--- config.mk ---
export PLATFORM = sky130hd
export DESIGN_NAME = ffs_scanner_flat
export DESIGN_NICKNAME = d
export VERILOG_FILES = /design/src/rtl/surge_pkg.sv /design/src/rtl/ffs_scanner_if.sv /design/src/rtl/ffs_scanner_prio.sv /design/src/rtl/ffs_scanner.sv /design/src/flat_wrapper.sv
export SDC_FILE = /design/constraint.sdc
export NUM_CORES = 1
export LEC_CHECK = 0
export BUFFER_PORTS_ARGS = -buffer_cell sky130_fd_sc_hd__buf_2
export CAP_MARGIN = 5
export CORE_UTILIZATION = 47
export DETAILED_ROUTE_END_ITERATION = 10
export GPL_ROUTABILITY_DRIVEN = 0
export HOLD_SLACK_MARGIN = 0.06
export PLACE_DENSITY_LB_ADDON = 0.1
export SETUP_SLACK_MARGIN = 0.1
export SYNTH_ARGS = -nofsm -noshare
export SYNTH_HDL_FRONTEND = slang
export SYNTH_HIERARCHICAL = 1
export SYNTH_SLANG_ARGS = --single-unit
--- constraint.sdc ---
create_clock -name clk -period 13.1 [get_ports clk]
set_clock_uncertainty 0.1 [all_clocks]
set_input_delay 0.655 -clock clk [delete_from_list [all_inputs] [get_ports clk]]
set_output_delay 0.655 -clock clk [all_outputs]
set_load 0.02 [all_outputs]
--- src/rtl/surge_pkg.sv ---
// Shared types for the slot-bitmap scanners: enumeration order and scan FSM state.
package surge_pkg;

    typedef enum logic {
        SCAN_LSB = 1'b0,
        SCAN_MSB = 1'b1
    } scan_mode_e;

    typedef enum logic {
        IDLE = 1'b0,
        SCAN = 1'b1
    } scan_state_e;

endpackage

--- src/rtl/ffs_scanner_if.sv ---
// Job / index-beat bundle between a bitmap owner, the scanner and an index consumer.
interface ffs_scanner_if #(
    parameter int WIDTH_LOG = 6
);
    localparam int WIDTH = 1 << WIDTH_LOG;
    localparam int CNT_W = WIDTH_LOG + 1;

    logic                 in_valid;
    logic                 in_ready;
    logic [WIDTH-1:0]     in_bitmap;
    logic                 in_msb_first;
    logic [CNT_W-1:0]     in_max_count;
    logic                 flush;
    logic                 out_valid;
    logic                 out_ready;
    logic [WIDTH_LOG-1:0] out_index;
    logic [CNT_W-1:0]     out_seq;
    logic                 out_last;
    logic                 out_zero;
    logic                 busy;

    modport master (
        output in_valid, in_bitmap, in_msb_first, in_max_count, flush, out_ready,
        input  in_ready, out_valid, out_index, out_seq, out_last, out_zero, busy
    );

    modport slave (
        input  in_valid, in_bitmap, in_msb_first, in_max_count, flush, out_ready,
        output in_ready, out_valid, out_index, out_seq, out_last, out_zero, busy
    );

endinterface

--- src/rtl/ffs_scanner_prio.sv ---
// Purpose: combinational highest/lowest set-bit finder. Latency: 0 cycles.
// Backpressure: none (pure combinational).
module ffs_prio #(
    parameter int WIDTH_LOG = 6
) (
    input  logic [(1<<WIDTH_LOG)-1:0] i_vec,
    output logic [WIDTH_LOG-1:0]      o_msb,
    output logic [WIDTH_LOG-1:0]      o_lsb,
    output logic                      o_zero
);
    localparam int WIDTH = 1 << WIDTH_LOG;

    // Opposite scan directions so the last hit wins: lowest for lsb, highest for msb.
    always_comb begin
        o_lsb = '0;
        o_msb = '0;
        for (int i = WIDTH - 1; i >= 0; i--) begin
            if (i_vec[i]) o_lsb = WIDTH_LOG'(i);
        end
        for (int i = 0; i < WIDTH; i++) begin
            if (i_vec[i]) o_msb = WIDTH_LOG'(i);
        end
        o_zero = ~|i_vec;
    end

endmodule

--- src/rtl/ffs_scanner.sv ---
// Purpose: streams set-bit indices of a bitmap job. Latency: first beat 1 cycle after accept, then 1/cycle.
// Backpressure: out_ready low holds the beat registers; in_ready only while idle.
module ffs_scanner
    import surge_pkg::*;
#(
    parameter int WIDTH_LOG = 6
) (
    input  logic          clk,
    input  logic          rst,
    ffs_scanner_if.slave  bus
);
    localparam int WIDTH = 1 << WIDTH_LOG;
    localparam int CNT_W = WIDTH_LOG + 1;

    scan_state_e          r_state;
    scan_mode_e           r_mode;
    logic [CNT_W-1:0]     r_limit;
    logic [WIDTH-1:0]     r_residual;
    logic                 r_in_ready;
    logic                 r_out_valid;
    logic [WIDTH_LOG-1:0] r_out_index;
    logic [CNT_W-1:0]     r_out_seq;
    logic                 r_out_last;
    logic                 r_out_zero;

    logic                 w_idle;
    logic                 w_accept;
    logic                 w_fire;
    logic                 w_msb_sel;
    logic [WIDTH-1:0]     w_prio_in;
    logic [WIDTH_LOG-1:0] w_msb;
    logic [WIDTH_LOG-1:0] w_lsb;
    logic                 w_zero;
    logic [WIDTH_LOG-1:0] w_idx;
    logic [WIDTH-1:0]     w_cleared;
    logic [CNT_W-1:0]     w_seq_nxt;
    logic [CNT_W-1:0]     w_lim;
    logic                 w_last_nxt;

    // One finder serves both the first beat (fresh bitmap) and every later beat (residual).
    assign w_idle    = (r_state == IDLE);
    assign w_accept  = bus.in_valid & r_in_ready;
    assign w_fire    = r_out_valid & bus.out_ready;
    assign w_msb_sel = w_idle ? bus.in_msb_first : (r_mode == SCAN_MSB);
    assign w_prio_in = w_idle ? bus.in_bitmap : r_residual;
    assign w_lim     = w_idle ? bus.in_max_count : r_limit;
    assign w_seq_nxt = w_idle ? '0 : r_out_seq + CNT_W'(1);

    ffs_prio #(.WIDTH_LOG(WIDTH_LOG)) u_prio (
        .i_vec  (w_prio_in),
        .o_msb  (w_msb),
        .o_lsb  (w_lsb),
        .o_zero (w_zero)
    );

    assign w_idx      = w_msb_sel ? w_msb : w_lsb;
    assign w_cleared  = w_prio_in & ~(WIDTH'(1) << w_idx);
    // Limits above WIDTH are never reached, so they fall through as unlimited.
    assign w_last_nxt = (w_cleared == '0) ||
                        ((w_lim != '0) && ((w_seq_nxt + CNT_W'(1)) == w_lim));

    always_ff @(posedge clk or posedge rst) begin
        if (rst) begin
            r_state     <= IDLE;
            r_mode      <= SCAN_LSB;
            r_limit     <= '0;
            r_residual  <= '0;
            r_in_ready  <= 1'b0;
            r_out_valid <= 1'b0;
            r_out_index <= '0;
            r_out_seq   <= '0;
            r_out_last  <= 1'b0;
            r_out_zero  <= 1'b0;
        end else begin
            case (r_state)
                IDLE: begin
                    r_in_ready <= 1'b1;
                    if (w_accept) begin
                        r_state     <= SCAN;
                        r_in_ready  <= 1'b0;
                        r_mode      <= bus.in_msb_first ? SCAN_MSB : SCAN_LSB;
                        r_limit     <= bus.in_max_count;
                        r_residual  <= w_cleared;
                        r_out_valid <= 1'b1;
                        r_out_index <= w_idx;
                        r_out_seq   <= '0;
                        r_out_last  <= w_last_nxt;
                        r_out_zero  <= w_zero;
                    end
                end
                SCAN: begin
                    if (bus.flush || (w_fire && r_out_last)) begin
                        r_state     <= IDLE;
                        r_in_ready  <= 1'b1;
                        r_out_valid <= 1'b0;
                        r_residual  <= '0;
                    end else if (w_fire) begin
                        r_residual  <= w_cleared;
                        r_out_index <= w_idx;
                        r_out_seq   <= w_seq_nxt;
                        r_out_last  <= w_last_nxt;
                        r_out_zero  <= 1'b0;
                    end
                end
                default: r_state <= IDLE;
            endcase
        end
    end

    assign bus.in_ready  = r_in_ready;
    assign bus.out_valid = r_out_valid;
    assign bus.out_index = r_out_index;
    assign bus.out_seq   = r_out_seq;
    assign bus.out_last  = r_out_last;
    assign bus.out_zero  = r_out_zero;
    assign bus.busy      = (r_state == SCAN);

endmodule

--- src/flat_wrapper.sv ---
// flat-port wrapper written by rule: the top's interface ports become plain ports
module ffs_scanner_flat import surge_pkg::*;
#(
    parameter int WIDTH_LOG = 6
)
  (clk, rst, bus_in_valid, bus_in_bitmap, bus_in_msb_first, bus_in_max_count, bus_flush, bus_out_ready, bus_in_ready, bus_out_valid, bus_out_index, bus_out_seq, bus_out_last, bus_out_zero, bus_busy);
  ffs_scanner_if #(.WIDTH_LOG(WIDTH_LOG)) bus_i ();
  input  logic clk;
  input  logic rst;
  input wire logic [$bits(bus_i.in_valid)-1:0] bus_in_valid;
  input wire logic [$bits(bus_i.in_bitmap)-1:0] bus_in_bitmap;
  input wire logic [$bits(bus_i.in_msb_first)-1:0] bus_in_msb_first;
  input wire logic [$bits(bus_i.in_max_count)-1:0] bus_in_max_count;
  input wire logic [$bits(bus_i.flush)-1:0] bus_flush;
  input wire logic [$bits(bus_i.out_ready)-1:0] bus_out_ready;
  output wire logic [$bits(bus_i.in_ready)-1:0] bus_in_ready;
  output wire logic [$bits(bus_i.out_valid)-1:0] bus_out_valid;
  output wire logic [$bits(bus_i.out_index)-1:0] bus_out_index;
  output wire logic [$bits(bus_i.out_seq)-1:0] bus_out_seq;
  output wire logic [$bits(bus_i.out_last)-1:0] bus_out_last;
  output wire logic [$bits(bus_i.out_zero)-1:0] bus_out_zero;
  output wire logic [$bits(bus_i.busy)-1:0] bus_busy;
  assign bus_i.in_valid = bus_in_valid;
  assign bus_i.in_bitmap = bus_in_bitmap;
  assign bus_i.in_msb_first = bus_in_msb_first;
  assign bus_i.in_max_count = bus_in_max_count;
  assign bus_i.flush = bus_flush;
  assign bus_i.out_ready = bus_out_ready;
  assign bus_in_ready = bus_i.in_ready;
  assign bus_out_valid = bus_i.out_valid;
  assign bus_out_index = bus_i.out_index;
  assign bus_out_seq = bus_i.out_seq;
  assign bus_out_last = bus_i.out_last;
  assign bus_out_zero = bus_i.out_zero;
  assign bus_busy = bus_i.busy;
  ffs_scanner #(.WIDTH_LOG(WIDTH_LOG)) u_core (.clk(clk), .rst(rst), .bus(bus_i));
endmodule
; Word level (Yosys, flattened, before mapping)
; Index checks and enable logic that the tools add are counted.
[totals]
regBits = 90
inputBits = 77
out_inout_bits = 18
wordCells = 198
[classes]
addsub = 2
n_eq_ne = 6
n_shift = 1
mux = 162
n_bitwise = 5
n_reduce_logical = 12
[ops]
columns = op, n
row1 = two-way mux 6 bit, 130
row2 = two-way mux 64 bit, 4
row3 = case mux 64 bit (2 select lines), 1
row4 = AND 64 bit, 1
row5 = zero test 64 bit, 1
row6 = inverter 64 bit, 1
row7 = OR reduction 64 bit, 1
row8 = left shift 1 x 6 -> 64 bit (first input constant), 1
row9 = two-way mux 7 bit, 5
row10 = two-way mux 1 bit, 15
row11 = adder 7 x 1 -> 7 bit (second input constant), 2
row12 = case mux 7 bit (2 select lines), 1
row13 = case mux 6 bit (2 select lines), 1
row14 = case mux 1 bit (2 select lines), 5
row15 = inequality test 2 bit (second input constant), 4
row16 = equality test 7 bit, 1
row17 = nonzero test 7 bit, 1
row18 = AND reduction 2 bit, 3
row19 = inequality test 3 bit (second input constant), 1
row20 = AND reduction 3 bit, 1
row21 = AND 1 bit, 2
row22 = logical AND 1 bit, 2
row23 = logical OR 1 bit, 2
row24 = zero test 1 bit, 1
row25 = inverter 1 bit, 1

; Longest topological paths before layout
[logic_depth]
word_depth = 74
mapped_depth = 21
ltp_nobuf = 15

; Hierarchy
; Netlist, hierarchy kept.
[by_module_without_submodules]
columns = module, n_inst, cells_per_inst, area_per_inst_um2, seq_area_each_um2
row1 = ffs_scanner, 1, 641, 6123.4, 2252.2
row2 = ffs_prio, 1, 245, 1352.5, 0.0

; Least setup slack after synthesis
; Ideal clock, no wire load.
[synth_path]
path_type = flip-flop to flip-flop
startpoint = reg u_core.r_state (netlist: u_core/bus.busy)
endpoint = reg u_core.r_out_last (netlist: u_core/bus.out_last)
setup_time_ns = 0.092
arrival_ns = 4.762
t_required_ns = 12.908
setup_slack_ns = 8.147
stages_incl_launch_ff = 19
n_path_buf = 5
period_less_slack_ns = 4.953
path_cell_list = dfrtp_1 buf_6 buf_2 buf_2 buf_1 mux2_2 nor4_1 nor2b_2 nand3_1 nand2b_1 a21oi_1 buf_1 nor2b_1 nand2_1 o21ai_1 a21boi_1 or2_2 or4_1 o31ai_2
[synth_between]
elab_cells_between_ends = 150
cone_classes = add/sub (1) / eq/ne (4) / shift (1) / mux (136) / bitwise (3) / reduce/logical (5)
[synth_rtl]
columns = element, line_no
row1 = from (decl), ffs_scanner.sv:15  ; scan_state_e r_state;
row2 = from (signal assigned), ffs_scanner.sv:64  ; r_state <= IDLE;
row3 = from (signal assigned), ffs_scanner.sv:79  ; r_state <= SCAN;
row4 = from (signal assigned), ffs_scanner.sv:93  ; r_state <= IDLE;
row5 = two-way mux 64 bit (*), ffs_scanner.sv:45  ; assign w_prio_in = w_idle ? bus.in_bitmap : r_residual;
row6 = net u_core.w_prio_in[13], ffs_scanner.sv:30  ; logic [WIDTH-1:0] w_prio_in;
row7 = two-way mux 6 bit (*) (14 in a row), ffs_scanner_prio.sv:18  ; if (i_vec[i]) o_lsb = WIDTH_LOG'(i);
row8 = net u_core.w_lsb[5], ffs_scanner.sv:32  ; logic [WIDTH_LOG-1:0] w_lsb;
row9 = two-way mux 6 bit (*), ffs_scanner.sv:56  ; assign w_idx = w_msb_sel ? w_msb : w_lsb;
row10 = left shift 1 x 6 -> 64 bit (*), ffs_scanner.sv:57  ; assign w_cleared = w_prio_in & ~(WIDTH'(1) << w_idx);
row11 = inverter 64 bit (*), ffs_scanner.sv:57
row12 = AND 64 bit (*), ffs_scanner.sv:57
row13 = zero test 64 bit (*), ffs_scanner.sv:59  ; assign w_last_nxt = (w_cleared == '0) ||
row14 = logical OR 1 bit (*), ffs_scanner.sv:59
row15 = two-way mux 1 bit, ffs_scanner.sv:97  ; end else if (w_fire) begin
row16 = two-way mux 1 bit, ffs_scanner.sv:92  ; if (bus.flush || (w_fire && r_out_last)) begin
row17 = case mux 1 bit (2 select lines) (*), ffs_scanner.sv:75  ; case (r_state)
row18 = to (signal assigned), ffs_scanner.sv:87  ; r_out_last <= w_last_nxt;
row19 = to (signal assigned), ffs_scanner.sv:101  ; r_out_last <= w_last_nxt;
row20 = to (decl), ffs_scanner.sv:23  ; logic r_out_last;
; The timed path passes the listed nets; every way through them passes the cells marked *. The select of a mux whose other input is x is not followed.
; A chain may end at the register's enable or synchronous reset.

; Worst setup path after layout
[layout_path]
startpoint = reg u_core.r_state (netlist: u_core/bus.busy)
endpoint = reg u_core.r_out_last (netlist: u_core/bus.out_last)
[layout_between]
elab_cells_between_ends = 150
cone_classes = add/sub (1) / eq/ne (4) / shift (1) / mux (136) / bitwise (3) / reduce/logical (5)
[layout_rtl]
columns = element, line_no
row1 = two-way mux 64 bit (*), ffs_scanner.sv:45
row2 = net u_core.w_prio_in[6], ffs_scanner.sv:30
row3 = two-way mux 6 bit (*) (7 in a row), ffs_scanner_prio.sv:18
row4 = net u_core.w_lsb[5], ffs_scanner.sv:32
row5 = two-way mux 6 bit (*), ffs_scanner.sv:56
row6 = left shift 1 x 6 -> 64 bit (*), ffs_scanner.sv:57
row7 = inverter 64 bit (*), ffs_scanner.sv:57
row8 = AND 64 bit (*), ffs_scanner.sv:57
row9 = zero test 64 bit (*), ffs_scanner.sv:59
row10 = logical OR 1 bit (*), ffs_scanner.sv:59
row11 = two-way mux 1 bit, ffs_scanner.sv:97
row12 = two-way mux 1 bit, ffs_scanner.sv:92
row13 = case mux 1 bit (2 select lines) (*), ffs_scanner.sv:75
; Marks and branches as above.

==> results.ini <==
[floorplanning]
fp.dieH_um = 128
core_um2 = 15400
rows = 45
initial_core_util = 0.486
fp.dieW_um = 128
ioPinCount = 95
die_area_um2 = 16400

[layout]
final_common_cell = nand2_1
layout.cells.most_common_list = 110 x nand2_1, 94 x buf_2, 89 x dfrtp_1
area_growth_pct = 13.3
antenna_cells = 0
fillers = 1491
final_nets = 1036
fin_cells = 1173
fin_util = 0.551
drive_above_1_share = 0.241

[clock_tree]
cts_tree = yes
cts_setup_buffers = 0
clk_latency_ps = 360
clockBufferDepth = 2
clock_sinks = 90
clk_pin_slew_ps = 70
ctsResizeCount = 0
cts-root-buf = clkbuf_16
holdBufCountCts = 0
cts-htree-levels = 3
cts_made_buffers = 9

[run_status]
status = completed

[setup_path]
critPathTopFamily = simple AND/OR/NAND/NOR gates
path_max_fanout = 63
cp-start-kind = flop
setup.worst_path.end_class = flop
path_cells = buf_4 -> mux2_2 -> nor4_1 -> nand3_1 -> nand2b_1 -> a21oi_1 -> nor2b_1 -> nand2_1 -> o21ai_1 -> a21boi_1 -> or2_2 -> or4_1 -> o31ai_2
critPathBufInv = 1
critical-path-slowest-cell = a21oi_1
worst_ep_required_time_ps = 13270
crit_arrival_ps = 6390
crit_type = flop to flop
cp_slowest_stage_delay_ps = 760

[timing]
finalMaxSlewViolations = 0
hold_slack_ps = 258
fmax_ghz = 0.161
final.min_clock_period_ps = 6220
period_share = 0.475
rsz0062_at_grt = no
tns_ps = 0
tightest_slew_ps = 1330
finalSetupViolations = 0
slew_headroom = 0.111
hold_viol = 0

[placed_design]
dp_hpwl_um = 19200
port-buffer-count = 94
dp.cells = 1157

[logic_synthesis]
synth_compound_area_frac = 0.231
syn-num-nets = 965
muxShareOfSynthArea = 0.162
avgSynthCellArea_um2 = 8.44
synthXorXnorAreaFrac = 0.0171
synth_flop_cell = dfrtp_1
synth_edf_count = 0
synth_seq_area_share = 0.301
synthCells = 886
async_flop_share = 1.00
yosys.area_share.simple = 0.243
synth_seq_cells = 90
syn_area_um2 = 7480
synth-adder-area-share = 0.00335
synth_cell_types = 75
synth_top_family_by_area = simple AND/OR/NAND/NOR gates
ys_warn_count = 6

[detailed_routing]
wl_per_cell_um = 22.5
via_per_inst = 6.58
routed_wirelength_um = 26400
ant_nets = 0
drc = 0
drtIter0Drc = 872
num_vias = 7723
drtPass1Iterations = 6

[pwr]
p_leak_nw = 3.39
vdd.ir_drop.worst_mv = 0.106
power_density_nw_per_um2 = 229

[global_routing]
grt_overflow = 0
antenna_found_initial = 0
grt_max_degree = 65
grt_use_total = 0.328
grt_pass1_vias = 7199
grt_first_pass_wirelength_um = 41000

[hold_path]
min_path_type = input port to async pin

[flow_run]
maxCapViolCount = 0

-- synth_stat cells (all sizes together) (6+ instances only) --
cell    instances  area (um2)
nand3          18        95.1
a21oi          45         225
nor3           24         120
buf            25         128
dfrtp          90        2250
clkbuf         23        86.3
o22ai           6        37.5
mux2i          21         235
nor4           29         194
nor4b           6        52.6
nand2         111         419
mux2           86         972
o21bai          7        52.6
o21ai          56         280
a21boi          9        67.6
inv            28         105
or4            10        78.8
nand4          13        81.3
nor4bb         11         110
o211ai          6        50.1
a32o           40         400
a31oi           8        50.1
nand4b          6        52.6
nand2b         17         106
nor2b          13        83.8
o31ai          12        95.1
nor2           79         297
a22o           13         114
xnor2           8        70.1
-- area by class of cell --
cell class / instances / area [um2] / share of cell area
inverter: 28 / 106 / 0.0126
timing repair buffer: 108 / 576 / 0.0679
tap: 211 / 264 / 0.0312
clock inverter: 7 / 123 / 0.0145
multi-input combinational: 720 / 4920 / 0.581
clock buffer: 9 / 225 / 0.0266
sequential: 90 / 2260 / 0.266
-- layer usage --
metal | track usage | wire length, um
met1 | 0.454 | 11500
met2 | 0.499 | 11600
met3 | 0.0705 | 2380
met4 | 0.123 | 875
met5 | 0 | 0
-- where the power goes --
part / internal [W] / leakage (nW) / switching (W) / total (W)
logic: 0.000427 / 2.09 / 0.000739 / 0.00117
registers: 0.000390 / 1.14 / 0.0000775 / 0.000467
clock network: 0.000188 / 0.163 / 0.000121 / 0.000309
-- worst paths after layout --
path / startpoint / to / slack, ps / cells after the start
max: u_core/bus.busy / u_core/bus.out_last / 6880 / 13
min: rst / u_core/r_residual[52] / 260 / 2
max reg2reg: u_core/bus.busy / u_core/bus.out_last / 6880 / 13
min reg2reg: u_core/r_residual[48] / u_core/r_residual[48] / 380 / 2
max in group asynchronous: rst / u_core/bus.busy / 11400 / 3
min in group clk: u_core/r_residual[48] / u_core/r_residual[48] / 380 / 2
-- cell families (layout without fill, tap and decap cells) --
| kind of cell | after synthesis | in the layout |
|---|---|---|
| AND/OR/NAND/NOR | 355 | 355 |
| AO/OA/AOI/OAI | 243 | 243 |
| multiplexers | 107 | 107 |
| flip-flops | 90 | 90 |
| buffers and inverters | 76 | 152 |
| XOR/XNOR | 13 | 13 |
| adder cells (fa/ha/maj) | 2 | 2 |
-- per-stage QoR --
| step | cell area, um2 | power (W) | worst slack (ps) |
|---|---|---|---|
| floorplan | 7480 | 0.00128 | 8150 |
| global route | 8470 | 0.00205 | 6660 |
| global placement | 8120 | 0.00160 | 7070 |
| finish | 8470 | 0.00194 | 6880 |
| detailed placement | 8120 | 0.00160 | 7060 |
| CTS | 8470 | 0.00192 | 7030 |
-- flip-flops by register name (all words and copies together) (netlist names) --
signal	flops
u_core/r_limit	7
u_core/bus.out_zero	1
u_core/bus.out_valid	1
u_core/bus.busy	1
u_core/bus.out_seq	7
u_core/bus.out_index	6
u_core/bus.out_last	1
u_core/r_residual	64
u_core/r_mode	1
u_core/bus.in_ready	1
(Power assumes the default switching activity.)
